## src/rtl/pl_hazard_ctrl.sv

```systemverilog
// pl_hazard_ctrl
//   Hazard and forwarding controller for the 5-stage pipeline.
//   - Produces operand-forwarding selects for the ID stage (fwda/fwdb).
//   - Detects load-use hazards and stalls on a busy mult/div unit. A stall
//     freezes PC and IF/ID (wpc/wir low) and injects a bubble into ID/EX.
//   - Tracks an in-flight mult/div op with a down-counter (md_cnt_q).
//   - Counts stall cycles in a saturating counter.
//
// Handshake: md_issue is a single-cycle start strobe. The unit accepts it
//   unconditionally. md_busy stays high for MD_LAT cycles after the issue edge.
//
// Ports
//   clk, clrn              clock, synchronous active-low reset
//   rs, rt                 ID-stage source registers
//   d_use_rs, d_use_rt     ID instruction reads rs / rt
//   d_mdiv, d_usehilo      ID instruction writes / reads HI/LO
//   ewreg, em2reg, ern     ID/EX write flag, load flag, destination
//   mwreg, mm2reg, mrn     EX/MEM write flag, load flag, destination
//   wpc, wir, d_bubble     pipeline stall controls
//   md_issue, md_busy      mult/div start strobe / occupancy
//   fwda, fwdb             00 regfile, 01 EX alu, 10 MEM alu, 11 MEM load
//   stall_cnt              saturating stall-cycle count
module pl_hazard_ctrl #(
  parameter int MD_LAT = 4,
  parameter int CNT_W  = 16
) (
  input  logic             clk,
  input  logic             clrn,
  input  logic [4:0]       rs,
  input  logic [4:0]       rt,
  input  logic             d_use_rs,
  input  logic             d_use_rt,
  input  logic             d_mdiv,
  input  logic             d_usehilo,
  input  logic             ewreg,
  input  logic             em2reg,
  input  logic [4:0]       ern,
  input  logic             mwreg,
  input  logic             mm2reg,
  input  logic [4:0]       mrn,
  output logic             wpc,
  output logic             wir,
  output logic             d_bubble,
  output logic             md_issue,
  output logic [1:0]       fwda,
  output logic [1:0]       fwdb,
  output logic             md_busy,
  output logic [CNT_W-1:0] stall_cnt
);

  localparam logic [3:0] MD_LAT_C = 4'(MD_LAT);

  logic [3:0]       md_cnt_q, md_cnt_d;
  logic [CNT_W-1:0] stall_cnt_q, stall_cnt_d;
  logic             luse, mdst, stall;

  // Forwarding priority: the youngest producer (ID/EX) wins. A load still in
  // ID/EX cannot forward; that case is covered by the load-use stall.
  function automatic logic [1:0] fwd_sel(
    input logic [4:0] x,
    input logic       e_wreg,
    input logic       e_m2reg,
    input logic [4:0] e_rn,
    input logic       m_wreg,
    input logic       m_m2reg,
    input logic [4:0] m_rn
  );
    logic [1:0] sel;
    sel = 2'b00;
    if (e_wreg && !e_m2reg && (e_rn == x) && (e_rn != 5'd0))
      sel = 2'b01;
    else if (m_wreg && !m_m2reg && (m_rn == x) && (m_rn != 5'd0))
      sel = 2'b10;
    else if (m_wreg && m_m2reg && (m_rn == x) && (m_rn != 5'd0))
      sel = 2'b11;
    return sel;
  endfunction

  always_comb begin
    fwda = fwd_sel(rs, ewreg, em2reg, ern, mwreg, mm2reg, mrn);
    fwdb = fwd_sel(rt, ewreg, em2reg, ern, mwreg, mm2reg, mrn);
  end

  always_comb begin
    md_busy  = (md_cnt_q != 4'd0);
    luse     = ewreg && em2reg && (ern != 5'd0) &&
               ((d_use_rs && (ern == rs)) || (d_use_rt && (ern == rt)));
    mdst     = md_busy && (d_mdiv || d_usehilo);
    stall    = luse || mdst;
    wpc      = !stall;
    wir      = !stall;
    d_bubble = stall;
    // A stalled mult/div must not start; it re-presents next cycle.
    md_issue = d_mdiv && !stall;
  end

  always_comb begin
    md_cnt_d = md_cnt_q;
    if (md_issue)
      md_cnt_d = MD_LAT_C;
    else if (md_cnt_q != 4'd0)
      md_cnt_d = md_cnt_q - 4'd1;
  end

  always_comb begin
    stall_cnt_d = stall_cnt_q;
    if (stall && (stall_cnt_q != {CNT_W{1'b1}}))
      stall_cnt_d = stall_cnt_q + 1'b1;
  end

  always_ff @(posedge clk) begin
    if (!clrn) begin
      md_cnt_q    <= 4'd0;
      stall_cnt_q <= '0;
    end else begin
      md_cnt_q    <= md_cnt_d;
      stall_cnt_q <= stall_cnt_d;
    end
  end

  assign stall_cnt = stall_cnt_q;

endmodule

```

## config.mk

```make
export PLATFORM = sky130hd
export DESIGN_NAME = pl_hazard_ctrl
export DESIGN_NICKNAME = d
export VERILOG_FILES = /design/src/rtl/pl_hazard_ctrl.sv
export SDC_FILE = /design/constraint.sdc
export NUM_CORES = 1
export LEC_CHECK = 0
export ABC_CLOCK_PERIOD_IN_PS = 5400
export CORE_ASPECT_RATIO = 1.25
export CORE_MARGIN = 2
export CORE_UTILIZATION = 50
export CTS_CLUSTER_DIAMETER = 200
export DETAILED_ROUTE_END_ITERATION = 8
export PLACE_DENSITY_LB_ADDON = 0.25
export SLEW_MARGIN = 20
export SYNTH_ARGS = -nofsm -noshare
export SYNTH_HDL_FRONTEND = slang
export SYNTH_SLANG_ARGS = --single-unit
```

## constraint.sdc

```tcl
create_clock -name clk -period 5.4 [get_ports clk]
set_clock_uncertainty 0.2 [all_clocks]
set_input_delay 1.08 -clock clk [delete_from_list [all_inputs] [get_ports clk]]
set_output_delay 1.08 -clock clk [all_outputs]
set_load 0.05 [all_outputs]
```

---- Yosys cells after proc, flatten, opt, wreduce, memory -nomap -nowiden ----
Cells that the tools add are included.
cells by class
  $add $sub $neg .......................... 2
  equal/unequal tests ..................... 5
  mux-type cells .......................... 8
  bitwise gates (word level) .............. 1
  reductions and logical operators ........ 34
operator list
  cell                                              number
  logical AND 1 bit                                 23
  equality test 5 bit                               4
  adder 16 x 1 -> 16 bit, second input constant     1
  != test 16 bit, second input constant             1
  two-way mux 2 bit                                 6
  nonzero test 5 bit                                2
  two-way mux 3 bit                                 2
  nonzero test 4 bit                                1
  subtractor 4 x 1 -> 4 bit, second input constant  1
  logical NOT 1 bit                                 3
  logical OR 1 bit                                  3
  nonzero test 2 bit                                1
  OR reduction 2 bit                                1
  NOT 1 bit                                         1
storage, ports and cells
  flip-flop bits (word level) ............. 20
  input bits .............................. 30
  output and inout port bits .............. 25
  word-level logic and storage cells ...... 53

---- Logic depth before layout (Yosys ltp) ----
Gate-level depths: netlist of the first run.
  depth in word-level cells ............... 8
  depth in mapped cells ................... 8
  gate-level depth less buffers ........... 7

---- Least setup slack after synthesis of the first run ----
Ideal clock, no wire load.
  path kind ............................... in2out
  from .................................... input port rt[0]
  to ...................................... output port wpc
  data arrival time ....................... 3.468 ns
  required time ........................... 4.120 ns
  path slack .............................. 0.652 ns
  stages .................................. 7
  path through ............................ xor2_1 > nor3_1 > a32oi_4 > buf_2 > o21ai_1 > inv_1 > buf_4
on the way
  cells in the longest elaborated chain, start to end .. 6
RTL lines
  element              line  source
  start: declaration   30    input logic [4:0] rt,
  equality test 5 bit  87    ((d_use_rs && (ern == rs)) || (d_use_rt && (ern == rt)));
  logical AND 1 bit    87
  logical OR 1 bit     87
  logical AND 1 bit    86    luse = ewreg && em2reg && (ern != 5'd0) &&
  logical OR 1 bit     89    stall = luse || mdst;
  net d_bubble         43    output logic d_bubble,
  logical NOT 1 bit    n/a
  end: declaration     41    output logic wpc,
The timed path passes the listed nets, and every way through them passes these cells.

---- Worst setup path in the final report of the first run ----
  from .................................... input port ern[0]
  to ...................................... output port fwdb[0]
on the way
  cells in the longest elaborated chain, start to end .. 4
  elaborated cells on any way between the ends .. 5
  classes of those cells .................. eq/ne: 1; mux: 1; reduce/logical: 3
RTL lines
  element                line  source
  start: declaration     37    input logic [4:0] ern,
  equality test 5 bit    70    if (e_wreg && !e_m2reg && (e_rn == x) && (e_rn != 5'd0))
  logical AND 1 bit      70
  logical AND 1 bit (*)  70
  two-way mux 2 bit (*)  70
  end: declaration       46    output logic [1:0] fwdb,
Every way passes the cells marked *; elsewhere a longest branch is shown, timed or not.

==> results_dict.tcl, run 1 <==
set metrics [dict create \
    cts.clk_slew.worst_paths_ns 0.07 \
    ys_async_sr_fraction_pct 0 \
    rows 23 \
    arrival_ns 3.50 \
    cts_buffers 3 \
    synth_fp_nets 253 \
    root_buffer "clkbuf_8" \
    dieWidth_um 55.9 \
    num_io_pins 55 \
    grt_max_degree 41 \
    drc 0 \
    floorplan.initialDensity_pct 52.2 \
    max-vdd-ir-drop_mv 0.325 \
    clockPowerShare_pct 17.4 \
    min_period_over_period_pct 88.5 \
    worstSetupPathType "primary input to output pin" \
    insertion_delay_ns 0.27 \
    dieArea_mm2 0.00385 \
    num_antenna_cells 0 \
    antenna_left 0 \
    relSlewSlack_pct 52.1 \
    hold_slack_ns 0.285 \
    max_cap_viol_count 0 \
    intPower_uw 367 \
    min_path_type "register to register" \
    p_leak_uw 0.000765 \
    synth-edff-count 0 \
    grt_pass1_wl_um 7130 \
    crit_path_max_fanout 3 \
    fmax_mhz 209 \
    synthCells 221 \
    synth_warnings 0 \
    portBuffers 54 \
    ys_seq_area_share_pct 23.8 \
    tns_ns 0 \
    gp_congestion 0.947 \
    ys_ff_latch 20 \
    grt_pass1_vias 1571 \
    finalMaxSlewViolations 0 \
    vias_per_cell 5.64 \
    p_comb_share_pct 55.0 \
    synth_flop_cell "dfxtp_1" \
    finalSetupViolCount 0 \
    hold_viol_final 0 \
    die_h_um 68.9 \
    netlist_area_mm2 0.00168 \
    track_usage_pct 23.9 \
    antenna_found_initial 0 \
    crit_required_ns 4.12 \
    cts_setup_buffers 0 \
    ys_types 42 \
    wl_per_cell_um 14.6 \
    switching_share_pct 45.7 \
    htree_levels 1 \
    hpwl_um 3420 \
    area_growth_pct 36.3 \
    status "finished clean" \
    layout.nets 306 \
    post_cts_resize_count 0 \
    p_seq_share_pct 27.6 \
    core_area_mm2 0.00322 \
    drt_iter0_markers 81 \
    min_period_ns 4.78 \
    drive_gt1_share_pct 5.86 \
    dp_cells 306 \
    clk_path_buf_depth 2 \
    stdcell_count 310 \
    numClockSinks 20 \
    startpoint_type "primary input" \
    vias 1747 \
    cts_hold_buffers 0 \
    p_sw_uw 308 \
    final_common_cell "clkdlybuf4s50_1" \
    rsz0062_at_grt "no" \
    mostFrequentLayoutCells "54 x clkdlybuf4s50_1, 31 x nand2_1, 25 x nand3_1" \
    first_pass_iters 4 \
    tightest_slew_ns 0.713 \
    end_kind "output pin" \
    drt_wl_total_um 4530 \
    grt.overflow.total 0 \
    cts_tree "yes" \
    powerDensity_mw_per_mm2 294 \
    avgSynthCellArea_um2 7.61 \
]
-- final timing paths --
check	from	endpoint	slack, ns	cells past startpoint
setup reg to reg	md_cnt_q[0]$_SDFFE_PP0P_	stall_cnt[12]$_SDFFE_PN0P_	3.12	7
setup / recovery	ern[0]	fwdb[0]	0.62	6
hold reg to reg	md_cnt_q[1]$_SDFFE_PP0P_	md_cnt_q[1]$_SDFFE_PP0P_	0.29	2
hold / removal	md_cnt_q[1]$_SDFFE_PP0P_	md_cnt_q[1]$_SDFFE_PP0P_	0.29	2
-- registers in the layout, summed over array words and instances (netlist names) --
signal and cells:
md_cnt_q 4, stall_cnt 16
-- critical path, cell delays in order --
cell and delay [ns]:
clkdlybuf4s50_1 0.48, xor2_1 0.17, nor3_1 0.44, nor4b_1 0.35, o21bai_1 0.16, clkdlybuf4s50_1 0.81
-- layer usage --
layer | share of wire [%] | track usage (%) | wire (µm)
met2 | 49 | 45.4 | 2220
met5 | 0 | 0 | 0
met1 | 43 | 25.9 | 1930
met4 | 3.4 | 13.4 | 155
met3 | 5.1 | 3.17 | 232
-- power groups by stage --
stage	Combinational [µW]	Clock, µW	Sequential [µW]
floorplan	233	0	209
global placement	367	0	189
detailed placement	371	0	190
CTS	373	120	187
global route	396	126	191
finish	371	118	187
-- layout make-up --
class / instances / area (µm²)
multi-input combinational: 185 / 1200
tap: 37 / 46.3
sequential: 20 / 400
fill: 278 / 930
clock buffer: 4 / 55.1
inverter: 7 / 26.3
timing repair buffer: 57 / 563
-- synthesized netlist by cell type, types with 2 or more instances --
library cell / n / area share, %
nand2_1: 31 / 6.9
nand3_1: 25 / 7.4
dfxtp_1: 20 / 24
mux2i_1: 16 / 9.5
xor2_1: 16 / 8.3
o21ai_1: 14 / 4.2
nand2b_1: 13 / 4.8
nor2_1: 11 / 2.5
nand4_1: 8 / 3.0
inv_1: 7 / 1.6
nor3_1: 6 / 1.8
clkbuf_1: 5 / 1.1
nand3b_1: 4 / 1.8
xnor2_1: 4 / 2.1
and3_1: 3 / 1.1
nor3b_1: 3 / 1.3
o22ai_1: 3 / 1.1
a21oi_1: 2 / 0.59
buf_6: 2 / 1.3
ha_1: 2 / 1.5
nand4_2: 2 / 1.5
nor4_1: 2 / 0.74
o21a_1: 2 / 0.89
or4_1: 2 / 0.89
-- cell families (layout without fill, tap and decap cells) --
kind of cell,after synthesis,count (layout),synth area share (%)
AO/OA/AOI/OAI,28,28,11.5
buffers and inverters,16,68,4.76
XOR/XNOR,20,20,10.4
multiplexers,16,16,9.52
flip-flops,20,20,23.8
adder cells (fa/ha/maj),2,2,1.49
AND/OR/NAND/NOR,119,119,38.5
-- metrics by stage --
stage	power [µW]	worst slack [ns]	area [µm²]	util (%)
floorplan	442	0.652	1680	-
global placement	556	0.658	2240	69.4
detailed placement	562	0.603	2240	69.4
CTS	679	0.594	2290	71.2
global route	712	0.505	2290	71.2
finish	675	0.619	2290	71.2
Power figures use the tool's default switching activity.
==> inputs of run 2 (changes only) <==
- ABC_CLOCK_PERIOD_IN_PS: 5400 -> 5700
- CORE_MARGIN: 2 -> 4
- clock period: 5.4 -> 5.7 ns (I/O delays scaled with it)
==> run 2 against run 1 <==
Sequential share of layout area increased by 0.16 points. Utilization decreased by 0.66 points. Via count grew 1.3%. Final cell count fell by 0.65%. Critical path depth grew 1. Power shrank 8.4%. Worst hold slack got worse by 0.0044 ns. First-iteration DRC count shrank 21%. Combinational power shrank 6.2%. Sequential power shrank 5%. Largest power group unchanged.
==> results_dict.tcl, run 2 (synthesis gave the netlist of run 1 again) <==
set metrics [dict create \
    status "finished clean" \
    drt_wl_total_um 4440 \
    die_h_um 72.9 \
    worstSetupPathType "primary input to output pin" \
    grt.overflow.total 0 \
    vias_per_cell 5.74 \
    insertion_delay_ns 0.26 \
    dpl_worst_slack_ns 0.671 \
    stdcell_count 308 \
    dieArea_mm2 0.00436 \
    htree_levels 1 \
    fillerInstances 278 \
    num_io_pins 55 \
    floorplan.initialDensity_pct 52.2 \
    vias 1769 \
    track_usage_pct 21.1 \
    antenna_left 0 \
    area_growth_pct 35.0 \
    arrival_ns 3.67 \
    relSlewSlack_pct 54.7 \
    cts_tree "yes" \
    dieWidth_um 59.9 \
    holdPathEnd "md_cnt_q[0]$_SDFFE_PP0P_" \
    r2r_setup_slack_ns 3.47 \
    drt_iter0_markers 64 \
    grt_max_degree 41 \
    gp_congestion 0.899 \
    finalMaxSlewViolations 0 \
    post_cts_resize_count 0 \
    rsz0062_at_grt "no" \
    finalSetupViolCount 0 \
    num_antenna_cells 0 \
    drc 0 \
    min_path_type "register to register" \
    layout_setup_ws_ns 0.688 \
    grt_pass1_vias 1743 \
    fmax_mhz 200 \
    reg2reg_depth 7 \
    crit_required_ns 4.36 \
    reg2reg_to "stall_cnt[12]$_SDFFE_PN0P_" \
    p_leak_uw 0.000753 \
    max_cap_viol_count 0 \
    startpoint_type "primary input" \
    max-vdd-ir-drop_mv 0.290 \
    final_common_cell "clkdlybuf4s50_1" \
    cts.clk_slew.worst_paths_ns 0.07 \
    cts_hold_buffers 0 \
    tns_ns 0 \
    largest_reg_flops 16 \
    drive_gt1_share_pct 5.17 \
    min_from "md_cnt_q[0]$_SDFFE_PP0P_" \
    mostFrequentLayoutCells "54 x clkdlybuf4s50_1, 31 x nand2_1, 25 x nand3_1" \
    utilization_pct 70.5 \
    min_path_cells 2 \
    end_kind "output pin" \
    antenna_found_initial 0 \
    root_buffer "clkbuf_8" \
    cts_setup_buffers 0 \
    crit_path_max_fanout 18 \
    layout.nets 305 \
    clk_path_buf_depth 2 \
    core_area_mm2 0.00322 \
    powerDensity_mw_per_mm2 272 \
    numClockSinks 20 \
    grt_pass1_wl_um 7240 \
    reg2reg_from "md_cnt_q[0]$_SDFFE_PP0P_" \
    cts_buffers 3 \
    tightest_slew_ns 0.673 \
    portBuffers 54 \
    min_period_ns 5.01 \
    min_period_over_period_pct 87.9 \
    hold_viol_final 0 \
    rows 23 \
    wl_per_cell_um 14.4 \
    hold_slack_ns 0.281 \
    first_pass_iters 4 \
    hpwl_um 3430 \
    dp_cells 305 \
]
-- run 2: changes by cell type in the layout (fill, tap and decap cells not counted) --
cell	delta
buf_4	-1
clkbuf_8	-1
-- run 2: how the worst max path moves through the flow --
stage,from,to,depth (start not counted)
floorplan,rt[0],wpc,7
global placement,ern[1],md_issue,7
detailed placement,ern[1],wpc,7
CTS,ern[1],wpc,7
global route,ern[1],wir,7
finish,ern[1],wir,7
-- run 2: power breakdown --
group	internal, µW	total [µW]	switching, µW
combinational	127	348	221
clock	47.1	93.0	45.9
sequential	159	178	19.0
total	332	619	286
-- run 2: stage by stage --
stage,instance area [µm²],power (µW)
2_1_floorplan,1680,419
3_3_place_gp,2230,525
3_5_place_dp,2230,529
4_1_cts,2270,622
5_1_grt,2270,653
6_report,2270,619
-- run 2: routing by layer --
metal / GRT usage, % / routed length (µm) / part of all wire (%)
met1: 24.9 / 1890 / 43
met2: 36.1 / 2040 / 46
met3: 2.83 / 326 / 7.4
met4: 11.1 / 174 / 3.9
met5: 0 / 0 / 0
-- run 2: final cells by class --
| cell class | instances | area (µm²) | area share (%) |
|---|---|---|---|
| Tap cell | 37 | 46.3 | 2.04 |
| Multi-Input combinational cell | 185 | 1200 | 52.9 |
| Sequential cell | 20 | 400 | 17.6 |
| Timing Repair Buffer | 56 | 556 | 24.4 |
| Clock buffer | 3 | 41.3 | 1.82 |
| Inverter | 7 | 26.3 | 1.16 |
-- run 2: worst max-delay path, cell delays in order --
cell	delay, ns
clkdlybuf4s50_1	0.56
xor2_1	0.21
nor3_2	0.09
a32oi_4	0.55
o21ai_1	0.20
inv_1	0.10
clkdlybuf4s50_1	0.80
